[config.mk]
export PLATFORM = sky130hd
export DESIGN_NAME = n_bit_serial_borrow_subtractor
export DESIGN_NICKNAME = d
export VERILOG_FILES = /design/src/rtl/sub_pkg.sv /design/src/rtl/w_bit_borrow_slice.sv /design/src/rtl/n_bit_serial_borrow_subtractor.sv
export SDC_FILE = /design/constraint.sdc
export NUM_CORES = 1
export LEC_CHECK = 0
export CORE_MARGIN = 4
export CORE_UTILIZATION = 45
export DETAILED_ROUTE_END_ITERATION = 8
export HOLD_SLACK_MARGIN = 0.1
export PLACE_DENSITY = 0.72
export SLEW_MARGIN = 20
export SYNTH_ARGS = -nofsm -noshare
export SYNTH_HDL_FRONTEND = slang
export SYNTH_HIERARCHICAL = 1
export SYNTH_SLANG_ARGS = --single-unit
[constraint.sdc]
create_clock -name clk -period 5.2 [get_ports clk]
set_input_delay 1.3 -clock clk [delete_from_list [all_inputs] [get_ports clk]]
set_output_delay 1.3 -clock clk [all_outputs]
set_load 0.005 [all_outputs]
[src/rtl/sub_pkg.sv]
// Shared types and helpers for the serial borrow subtractor.
//   state_t    : controller states (IDLE, RUN, DONE)
//   num_slices : number of W-bit slices in an N-bit operand
//   cnt_width  : width of the slice counter for a given slice count
package sub_pkg;

  typedef enum logic [1:0] {
    IDLE = 2'd0,
    RUN  = 2'd1,
    DONE = 2'd2
  } state_t;

  function automatic int num_slices(input int n, input int w);
    return n / w;
  endfunction

  // A single-slice build still needs a 1-bit counter to stay legal.
  function automatic int cnt_width(input int ns);
    return (ns <= 1) ? 1 : $clog2(ns);
  endfunction

endpackage

[src/rtl/w_bit_borrow_slice.sv]
// Combinational W-bit borrow-ripple subtractor slice.
//   a, b : W-bit minuend / subtrahend slices
//   bin  : borrow into bit 0 of the slice
//   diff : W-bit difference slice
//   bout : borrow out of the top bit of the slice
module w_bit_borrow_slice
  import sub_pkg::*;
#(
  parameter int W = 8
) (
  input  logic [W-1:0] a,
  input  logic [W-1:0] b,
  input  logic         bin,
  output logic [W-1:0] diff,
  output logic         bout
);

  logic [W-1:0] g;
  logic [W-1:0] p;
  logic [W:0]   br;

  // g: bit generates a borrow on its own; p: bit passes an incoming borrow.
  always_comb begin
    g     = ~a & b;
    p     = ~(a ^ b);
    br    = '0;
    br[0] = bin;
    diff  = '0;
    for (int i = 0; i < W; i++) begin
      br[i+1] = g[i] | (p[i] & br[i]);
      diff[i] = a[i] ^ b[i] ^ br[i];
    end
    bout = br[W];
  end

endmodule

[src/rtl/n_bit_serial_borrow_subtractor.sv]
// Multi-cycle N-bit subtractor: D = A - B - Bin, one W-bit slice per clock,
// with the borrow registered between slices. Valid/ready on both sides.
//   clk, rst_n          : clock, asynchronous active-low reset
//   in_valid / in_ready : operand handshake (A, B, Bin)
//   out_valid/out_ready : result handshake (D, Bout, V)
//   D                   : difference modulo 2^N
//   Bout                : 1 when A < B + Bin (unsigned)
//   V                   : signed overflow, only when SUB_OVERFLOW_EN is defined
//
// state | meaning
// IDLE  | ready for operands; accept latches A, B, Bin
// RUN   | one slice per cycle, borrow carried in borrow_q
// DONE  | result held, waiting for out_ready
module n_bit_serial_borrow_subtractor
  import sub_pkg::*;
#(
  parameter int N = 64,
  parameter int W = 8
) (
  input  logic       clk,
  input  logic       rst_n,
  input  logic       in_valid,
  output logic       in_ready,
  input  logic [N:1] A,
  input  logic [N:1] B,
  input  logic       Bin,
  output logic       out_valid,
  input  logic       out_ready,
  output logic [N:1] D,
`ifdef SUB_OVERFLOW_EN
  output logic       V,
`endif
  output logic       Bout
);

  localparam int NS = num_slices(N, W);
  localparam int CW = cnt_width(NS);
  localparam logic [CW-1:0] K_LAST = CW'(NS - 1);

  generate
    if ((W < 1) || (W > N) || (N % W != 0)) begin : g_bad_params
      $error("n_bit_serial_borrow_subtractor: N must be a multiple of W and 1 <= W <= N");
    end
  endgenerate

  state_t        state_q, state_d;
  logic [N:1]    a_q, b_q, d_q;
  logic          borrow_q, bout_q;
  logic [CW-1:0] k_q;
  logic          accept, last_slice;
  int            base;
  logic [W-1:0]  a_sl, b_sl, diff_sl;
  logic          bout_sl;

  assign accept     = (state_q == IDLE) && in_valid;
  assign last_slice = (k_q == K_LAST);

  always_ff @(posedge clk or negedge rst_n) begin
    if (!rst_n) state_q <= IDLE;
    else        state_q <= state_d;
  end

  always_comb begin
    state_d   = state_q;
    in_ready  = 1'b0;
    out_valid = 1'b0;
    unique case (state_q)
      IDLE: begin
        in_ready = 1'b1;
        if (in_valid) state_d = RUN;
      end
      RUN: begin
        if (last_slice) state_d = DONE;
      end
      DONE: begin
        out_valid = 1'b1;
        if (out_ready) state_d = IDLE;
      end
      default: state_d = IDLE;
    endcase
  end

  // Slice k occupies bits [k*W+W : k*W+1] of the 1-based operand vectors.
  always_comb begin
    base = int'(k_q) * W + 1;
    a_sl = a_q[base +: W];
    b_sl = b_q[base +: W];
  end

  w_bit_borrow_slice #(.W(W)) u_slice (
    .a    (a_sl),
    .b    (b_sl),
    .bin  (borrow_q),
    .diff (diff_sl),
    .bout (bout_sl)
  );

  // Latching Bin straight into borrow_q lets slice 0 use the same path as
  // every later slice.
  always_ff @(posedge clk or negedge rst_n) begin
    if (!rst_n) begin
      a_q      <= '0;
      b_q      <= '0;
      d_q      <= '0;
      borrow_q <= 1'b0;
      bout_q   <= 1'b0;
      k_q      <= '0;
    end else if (accept) begin
      a_q      <= A;
      b_q      <= B;
      borrow_q <= Bin;
      k_q      <= '0;
    end else if (state_q == RUN) begin
      d_q[base +: W] <= diff_sl;
      borrow_q       <= bout_sl;
      if (last_slice) begin
        bout_q <= bout_sl;
        k_q    <= '0;
      end else begin
        k_q <= k_q + 1'b1;
      end
    end
  end

`ifdef SUB_OVERFLOW_EN
  logic v_q;

  // diff_sl[W-1] is D_N during the last slice.
  always_ff @(posedge clk or negedge rst_n) begin
    if (!rst_n) begin
      v_q <= 1'b0;
    end else if ((state_q == RUN) && last_slice) begin
      v_q <= (a_q[N] ^ b_q[N]) & (a_q[N] ^ diff_sl[W-1]);
    end
  end

  assign V = v_q;
`endif

  assign D    = d_q;
  assign Bout = bout_q;

endmodule

==> impl_results.rst, run 1 <==
.. list-table::
   :header-rows: 1

   * - Metric
     - Value
   * - Worst rel slew slack
     - 0.309
   * - GR Util All Layers
     - 0.187
   * - Cell types occupying the most area after synthesis
     - sky130_fd_sc_hd__dfrtp_1 (53%), sky130_fd_sc_hd__mux2_4 (19%), sky130_fd_sc_hd__mux4_2 (7.7%)
   * - Period utilization
     - 0.935
   * - Mean Syn Cell Area
     - between 10 and 15 um2
   * - Standard cell core area
     - just over 0.02 mm2
   * - Number of antenna violations at the first check in global routing
     - 0
   * - Placer Congestion
     - roughly 0.80
   * - CTS Buf Count
     - 17
   * - Final #Nets
     - 992
   * - Vias post-DR
     - 5722
   * - Peak supply drop
     - 0.596 mV
   * - CTS tree
     - built
   * - Chip Width
     - about 150 um
   * - Vert. Die Dim
     - around 150 um
   * - Max_cap viols
     - 0
   * - Critical-path cell with the highest stage delay
     - sky130_fd_sc_hd__mux4_2
   * - Power Dens Cells
     - around 660 mW/mm2
   * - Initial Util
     - 0.460
   * - Clock-pin slew on the worst setup and hold paths
     - ~0.070 ns
   * - Total area of multi-input combinational cells
     - 0.00395 mm2
   * - Number of global-route vias before repair
     - between 6000 and 7000
   * - Cell-by-cell trace of the critical path
     - mux4_2 > nand2_1 > nand2_1 > inv_1 > fa_1 > inv_1 > fa_1 > fa_1 > fa_1 > fa_1 > fa_1 > fa_1 > inv_1 > fa_1 > nand2_1 > o21ai_0
   * - Number of distinct library cells after synthesis
     - 32
   * - Number of endpoints with negative hold slack in the final report
     - 0
   * - Synth-to-Final Area Change
     - 28.6%
   * - Worst-skew pair later-pin latency
     - 0.43 ns
   * - # setup viols final
     - 0
   * - Sequential fraction of the synthesis area
     - 0.532
   * - Critical path launch point type
     - register
   * - Post CTS Setup Buffer Count
     - 0
   * - Primary flip-flop cell chosen by synthesis mapping
     - sky130_fd_sc_hd__dfrtp_1
   * - Count of cells resized by post-cts repair
     - 0
   * - Number of top-level pins
     - 200
   * - Cell accounting for the most synthesized area
     - sky130_fd_sc_hd__dfrtp_1
   * - Dominant cell type by count on the critical path
     - sky130_fd_sc_hd__fa_1
   * - Gate count of the mapped netlist
     - 655
   * - Highest attainable clock frequency
     - around 0.21 GHz
   * - Fill cell instance count of the final layout
     - about 1600
   * - Storage cell area
     - roughly 0.005 mm2
   * - Smallest setup slack after layout
     - 0.338 ns
   * - Post-synth top area share
     - 0.532
   * - Most common cell in the synthesized netlist
     - sky130_fd_sc_hd__dfrtp_1
   * - Endpoint type of the worst setup path
     - register
   * - Maximum level of the CTS H-tree
     - 4
   * - Yosys Warn Count
     - 6
   * - Fin cells
     - ~1100
   * - Simple-gate share of the synthesized area
     - 0.0673
   * - Die area
     - 0.0232 mm2
   * - Leading cell types by count after synthesis
     - sky130_fd_sc_hd__dfrtp_1 (199), sky130_fd_sc_hd__nand2_1 (123), sky130_fd_sc_hd__mux2_4 (120), sky130_fd_sc_hd__o21ai_0 (49), sky130_fd_sc_hd__mux4_2 (32)
   * - Max stage delay on crit path
     - approximately 0.54 ns
   * - Setup Crit Path Kind
     - register to register
   * - Via-to-Cell Ratio
     - 5.08
   * - Count of state elements after synthesis
     - around 200
   * - Wire length of the first global-routing pass
     - around 34000 um
   * - Final wirelength
     - between 20000 and 25000 um
   * - Hold buffers post-CTS
     - 0
   * - Final max-slew violation count
     - 0
   * - Cell chosen for the clock root
     - sky130_fd_sc_hd__clkbuf_16
   * - Share of cell area taken by muxes after synthesis
     - 0.281
   * - Fin Setup TNS
     - 0 ns
   * - Xor and xnor fraction of the mapped netlist area
     - 0
   * - Main combinational cell family by area after synthesis
     - multiplexers
   * - Biggest fanout along the worst timing path
     - 12
   * - Clk sink count
     - 199
   * - Global route overflow
     - 0
   * - Antenna Violating Nets Remaining
     - 0
   * - Starting DRC count in detailed routing
     - between 300 and 400
   * - Area of the mapped netlist
     - 0.00937 mm2
   * - Setup repair after global routing missed its margin
     - false
   * - Measured slew at the worst slew-check pin
     - 1.04 ns
   * - Post-synthesis adder-cell area fraction
     - 0.0264
   * - Total instance count after detailed placement
     - around 1100
   * - Routed length per instance
     - about 19 um
   * - Worst slack, placed
     - 0.410 ns
   * - Critical path data required time
     - 5.48 ns
   * - Placement row count
     - 52
   * - Compound-Gate Fraction of Synth Area
     - 0.0465
   * - Post-Synthesis Net Count
     - 803
   * - Share of post-route cells with drive strength above 1
     - 0.244
   * - Class of the tightest hold or removal check
     - register to register
   * - Static leakage
     - about 5.3 nW
   * - Share of flip-flops with an asynchronous set or reset
     - 1.00
   * - Maximum clock path buffer count
     - 2
   * - Half-perimeter wire length after detailed placement
     - between 15000 and 20000 um
   * - Layout Skew
     - just over 0.01 ns
   * - Outcome
     - complete, no violations
   * - DRC violation count after routing
     - 0
   * - Antenna cell count
     - 0
   * - Clock period minus final worst setup slack
     - around 5 ns
   * - First-pass DRT Iterations
     - 4
   * - Maximum number of pins on one net before global-route repair
     - between 100 and 150
   * - Number of synthesized flops with an enable pin
     - 0
   * - Port buffer count
     - 199
   * - Data arrival at the endpoint of the critical path
     - a little over 5 ns
## worst paths after layout
path | from | end | slack [ns] | cells past startpoint
hold / removal | D[9]$_DFFE_PN0P_ | D[9]$_DFFE_PN0P_ | 0.48 | 2
setup reg to reg | k_q[0]$_DFFE_PN0P_ | D[56]$_DFFE_PN0P_ | 0.34 | 16
setup / recovery | k_q[0]$_DFFE_PN0P_ | D[56]$_DFFE_PN0P_ | 0.34 | 16
min in group asynchronous | rst_n | D[38]$_DFFE_PN0P_ | 0.98 | 1
hold reg to reg | D[9]$_DFFE_PN0P_ | D[9]$_DFFE_PN0P_ | 0.48 | 2
max in group asynchronous | rst_n | a_q[41]$_DFFE_PN0P_ | 3.28 | 2
## area by class of cell
type                    count  area share
well taps                 270      0.0280
repair buffers            210       0.175
clock buffers              19      0.0368
flip-flops and latches    199       0.413
inverters                  25     0.00779
clock inverters            13      0.0118
multi-input cells         391       0.328
## critical path, delay by kind of cell (launching register included)
| kind | cells | cell delay, ns |
|---|---|---|
| buffers and inverters | 3 | 0.21 |
| AND/OR/NAND/NOR | 3 | 0.28 |
| multiplexers | 1 | 0.54 |
| AO/OA/AOI/OAI | 1 | 0.11 |
| adder cells (fa/ha/maj) | 8 | 3.05 |
| flip-flops | 1 | 0.51 |
## registers in the layout, indices dropped and copies added (netlist names)
name      count
state_q       2
k_q           3
a_q          64
b_q          64
D            64
borrow_q      1
Bout          1
## metrics by stage
step | hold WS (ns) | util | area [um2] | total power [mW]
floorplan | 0.473 | - | 9370 | 5.27
CTS | 0.487 | 0.592 | 12100 | 8.06
global placement | 0.461 | 0.563 | 11500 | 6.63
detailed placement | 0.470 | 0.563 | 11500 | 6.71
finish | 0.481 | 0.592 | 12100 | 8.01
global route | 0.508 | 0.592 | 12100 | 8.57
## routing by layer
layer | share of wire | global-route usage | vias to the layer above | routed length (um)
met5 | 0 | 0 | - | 0
met4 | 0.018 | 0.0462 | 0 | 383
met3 | 0.066 | 0.0579 | 22 | 1420
met2 | 0.44 | 0.280 | 201 | 9540
met1 | 0.47 | 0.269 | 2848 | 10100
li1 | - | - | 2651 | -
## cells by family after synthesis
family,count (synthesis)
muxes,162
and+or+nand+nor,143
buffers and inverters,65
DFF,199
adders and majority gates,15
AOI/OAI and AO/OA,71
## where the power goes
group	internal (mW)	switching [mW]	leakage [nW]
clock	0.729	0.598	0.290
sequential	2.25	0.445	2.47
combinational	2.01	1.98	2.55
## cell usage in the layout, fill, tap and decap left out, types with 2 or more instances in the layout
cell type	Yosys	routed
sky130_fd_sc_hd__ha_1	7	7
sky130_fd_sc_hd__mux4_2	32	32
sky130_fd_sc_hd__nor2b_1	4	4
sky130_fd_sc_hd__a22o_1	18	18
sky130_fd_sc_hd__dfrtp_2	0	2
sky130_fd_sc_hd__clkinv_2	0	4
sky130_fd_sc_hd__nand2_1	123	123
sky130_fd_sc_hd__mux2_4	120	120
sky130_fd_sc_hd__buf_4	7	9
sky130_fd_sc_hd__fa_1	8	8
sky130_fd_sc_hd__o21ai_0	49	49
sky130_fd_sc_hd__nor2_1	3	3
sky130_fd_sc_hd__dfrtp_1	199	197
sky130_fd_sc_hd__bufinv_16	0	2
sky130_fd_sc_hd__clkbuf_16	0	17
sky130_fd_sc_hd__clkdlybuf4s50_1	0	198
sky130_fd_sc_hd__inv_6	0	4
sky130_fd_sc_hd__nand4bb_1	3	3
sky130_fd_sc_hd__buf_12	0	2
sky130_fd_sc_hd__nand4b_1	3	3
sky130_fd_sc_hd__nand2b_1	2	2
sky130_fd_sc_hd__clkbuf_8	0	2
sky130_fd_sc_hd__mux2_2	9	9
sky130_fd_sc_hd__inv_1	24	24
(Power assumes the default switching activity.)
==> run 2, diff against run 1 <==
Clock period 5.2 ns to 5.1 ns, I/O delays scaled along.
==> run 2 against run 1 <==
  * Routed wire length grew 0.29%
  * Clock-buffer cell count grew 4
  * Non-clock buffer count grew 1
  * Core utilization grew 0.24 points
  * Final cell count grew 0.27%
  * Clock power grew 4%
  * Total power grew 2.5%
  * Hold slack lost 0.0032 ns
  * Largest cell class unchanged
  * Largest power group unchanged
  * Highest routed layer is now met5
==> impl_results.rst, run 2 (synthesis results as in run 1) <==
.. list-table::
   :header-rows: 1

   * - Metric
     - Value
   * - Outcome
     - complete, no violations (unchanged)
   * - Clock period minus final worst setup slack
     - 4.74 ns (was 4.86 ns)
   * - Worst rel slew slack
     - 0.383 (was 0.309)
   * - Logic depth of the worst register-to-register path
     - 13 (was 16)
   * - Number of antenna violations at the first check in global routing
     - 1 (was 0)
   * - Finished layout cell area
     - 0.0121 mm2 (about the same)
   * - Share of post-route cells with drive strength above 1
     - 0.245 (was 0.244)
   * - Clock-pin slew on the worst setup and hold paths
     - 0.07 ns (about the same)
   * - Fin Setup TNS
     - 0 ns (unchanged)
   * - Maximum clock path buffer count
     - 2 (unchanged)
   * - Chip Width
     - 152 um (unchanged)
   * - Hold buffers post-CTS
     - 0 (unchanged)
   * - Data arrival at the endpoint of the critical path
     - 5.05 ns (was 5.14 ns)
   * - Smallest setup slack after layout
     - 0.357 ns (was 0.338 ns)
   * - Final #Nets
     - 993 (was 992)
   * - Via-to-Cell Ratio
     - 5.05 (was 5.08)
   * - Global route overflow
     - 0 (unchanged)
   * - Storage cell area
     - 0.00498 mm2 (unchanged)
   * - Standard cell core area
     - 0.0204 mm2 (unchanged)
   * - Comb pwr share
     - 0.496 (was 0.498)
   * - Final wirelength
     - 21500 um (about the same)
   * - Clk network pwr share
     - 0.168 (was 0.166)
   * - Synth-to-Final Area Change
     - 29.1% (was 28.6%)
   * - Reg-to-Reg End
     - D[64]$_DFFE_PN0P_ (was D[56]$_DFFE_PN0P_)
   * - Total instance count after detailed placement
     - 1096 (was 1095)
   * - Number of top-level pins
     - 200 (unchanged)
   * - Placer Congestion
     - 0.804 (about the same)
   * - Worst slack, placed
     - 0.354 ns (was 0.410 ns)
   * - Starting DRC count in detailed routing
     - 278 (was 380)
   * - Internal Pwr Total
     - 5.14 mW (was 4.98 mW)
   * - Worst-case hold path end point
     - D[37]$_DFFE_PN0P_ (was D[9]$_DFFE_PN0P_)
   * - Total Power Consumption
     - 8.20 mW (was 8.01 mW)
   * - Most frequent cells in the layout
     - sky130_fd_sc_hd__clkdlybuf4s50_1 (198), sky130_fd_sc_hd__dfrtp_1 (197), sky130_fd_sc_hd__nand2_1 (123), sky130_fd_sc_hd__mux2_4 (120), sky130_fd_sc_hd__o21ai_0 (49) (unchanged)
   * - GR Util All Layers
     - 0.189 (was 0.187)
   * - Sequential power share
     - 0.336 (about the same)
   * - DRC violation count after routing
     - 0 (unchanged)
   * - Final Util
     - 0.594 (was 0.592)
   * - Static leakage
     - 5.33 nW (was 5.32 nW)
   * - Maximum level of the CTS H-tree
     - 4 (unchanged)
   * - Class of the tightest hold or removal check
     - register to register (unchanged)
   * - Routed length per instance
     - 19.1 um (about the same)
   * - Count of cells resized by post-cts repair
     - 0 (unchanged)
   * - First-pass DRT Iterations
     - 4 (unchanged)
   * - Smallest hold slack
     - 0.478 ns (was 0.481 ns)
   * - Switch Pwr
     - 3.07 mW (was 3.02 mW)
   * - Endpoint type of the worst setup path
     - register (unchanged)
   * - Cell chosen for the clock root
     - sky130_fd_sc_hd__clkbuf_16 (unchanged)
   * - Initial Util
     - 0.460 (unchanged)
   * - Cell-by-cell trace of the critical path
     - buf_4 > mux4_2 > nand2_1 > nand2_1 > fa_1 > fa_1 > fa_1 > fa_1 > fa_1 > fa_1 > inv_1 > fa_1 > a22o_1 (was mux4_2 > nand2_1 > nand2_1 > inv_1 > fa_1 > inv_1 > fa_1 > fa_1 > fa_1 > fa_1 > fa_1 > fa_1 > inv_1 > fa_1 > nand2_1 > o21ai_0)
   * - Antenna Violating Nets Remaining
     - 0 (unchanged)
   * - Maximum number of pins on one net before global-route repair
     - 117 (was 129)
   * - Placement Cell Area
     - 0.0115 mm2 (about the same)
   * - Number of global-route vias before repair
     - 6181 (was 6083)
   * - Fin cells
     - 1130 (was 1127)
   * - CTS Buf Count
     - 17 (unchanged)
   * - Vert. Die Dim
     - 152 um (unchanged)
   * - Clk sink count
     - 199 (unchanged)
   * - Max stage delay on crit path
     - 0.52 ns (was 0.54 ns)
   * - Die area
     - 0.0232 mm2 (unchanged)
   * - CTS tree
     - built (unchanged)
   * - Post CTS Setup Buffer Count
     - 0 (unchanged)
   * - Setup Crit Path Kind
     - register to register (unchanged)
   * - Measured slew at the worst slew-check pin
     - 0.926 ns (was 1.04 ns)
   * - Wire length of the first global-routing pass
     - 35000 um (was 34200 um)
   * - Highest attainable clock frequency
     - 0.211 GHz (was 0.206 GHz)
   * - # setup viols final
     - 0 (unchanged)
   * - Peak supply drop
     - 0.661 mV (was 0.596 mV)
   * - Biggest fanout along the worst timing path
     - 13 (was 12)
   * - Total area of multi-input combinational cells
     - 0.00395 mm2 (unchanged)
   * - Worst-skew pair later-pin latency
     - 0.42 ns (was 0.43 ns)
   * - Start point of the worst min-delay path
     - D[37]$_DFFE_PN0P_ (was D[9]$_DFFE_PN0P_)
   * - Number of endpoints with negative hold slack in the final report
     - 0 (unchanged)
   * - Cell depth of the worst hold path
     - 2 (unchanged)
   * - Critical path launch point type
     - register (unchanged)
   * - Net switching share of the total power
     - 0.374 (was 0.378)
   * - Period utilization
     - 0.930 (was 0.935)
   * - Placement row count
     - 52 (unchanged)
   * - Most frequent standard cell in the layout excluding fill and tap cells
     - sky130_fd_sc_hd__clkdlybuf4s50_1 (unchanged)
   * - FF-to-FF Start
     - k_q[0]$_DFFE_PN0P_ (unchanged)
   * - Half-perimeter wire length after detailed placement
     - 15900 um (was 15600 um)
   * - Fill cell instance count of the final layout
     - 1587 (was 1598)
   * - Port buffer count
     - 199 (unchanged)
   * - Final max-slew violation count
     - 0 (unchanged)
   * - Dominant cell type by count on the critical path
     - sky130_fd_sc_hd__fa_1 (unchanged)
   * - Layout Skew
     - 0.00858 ns (was 0.0101 ns)
   * - Max_cap viols
     - 0 (unchanged)
   * - Vias post-DR
     - 5711 (was 5722)
   * - Power Dens Cells
     - 678 mW/mm2 (was 664 mW/mm2)
   * - Reg2reg setup slack
     - 0.36 ns (was 0.34 ns)
   * - Critical path data required time
     - 5.41 ns (was 5.48 ns)
   * - Setup repair after global routing missed its margin
     - false (unchanged)
   * - Critical-path cell with the highest stage delay
     - sky130_fd_sc_hd__mux4_2 (unchanged)
[run 2: worst max path at each step]
stage | endpoint | cells past startpoint | startpoint
floorplan | D[32]$_DFFE_PN0P_ | 17 | k_q[0]$_DFFE_PN0P_
CTS | D[64]$_DFFE_PN0P_ | 13 | k_q[0]$_DFFE_PN0P_
finish | D[64]$_DFFE_PN0P_ | 13 | k_q[0]$_DFFE_PN0P_
global placement | D[32]$_DFFE_PN0P_ | 13 | k_q[0]$_DFFE_PN0P_
detailed placement | D[32]$_DFFE_PN0P_ | 13 | k_q[0]$_DFFE_PN0P_
global route | D[48]$_DFFE_PN0P_ | 16 | k_q[0]$_DFFE_PN0P_
[run 2: cell type report]
type	count	area share
repair buffers	211	0.175
clock buffers	23	0.0412
multi-input cells	391	0.326
diodes	2	0.000414
clock inverters	9	0.00920
flip-flops and latches	199	0.412
well taps	270	0.0279
inverters	25	0.00776
[run 2: per-layer routing]
metal	routed length, um	GRT usage	vias up
li1	-	-	2672
met1	10200	0.269	2846
met2	9780	0.290	169
met3	1300	0.0542	22
met4	257	0.0424	2
met5	20	0	-
[run 2: worst max-delay path, delay by kind of cell, from the launching register on]
family	cells	cell delay, ns
buffers and inverters	2	0.31
adders and majority gates	7	2.93
AOI/OAI and AO/OA	1	0.24
and+or+nand+nor	2	0.20
DFF	1	0.44
muxes	1	0.52
[run 2: power groups by stage]
stage,clock [mW],combinational [mW],sequential [mW]
after global routing,1.48,4.47,2.85
final,1.38,4.07,2.76
after detailed placement,0,4.10,2.78
after floorplan,0,2.77,2.60
after CTS,1.40,4.12,2.77
after global placement,0,4.00,2.76
==> run 3, diff against run 2 <==
Settings changed: ABC_CLOCK_PERIOD_IN_PS set to 5100.
==> results of run 3 <==
Same layout as run 2: the final DEF is identical, and so are final timing and power.
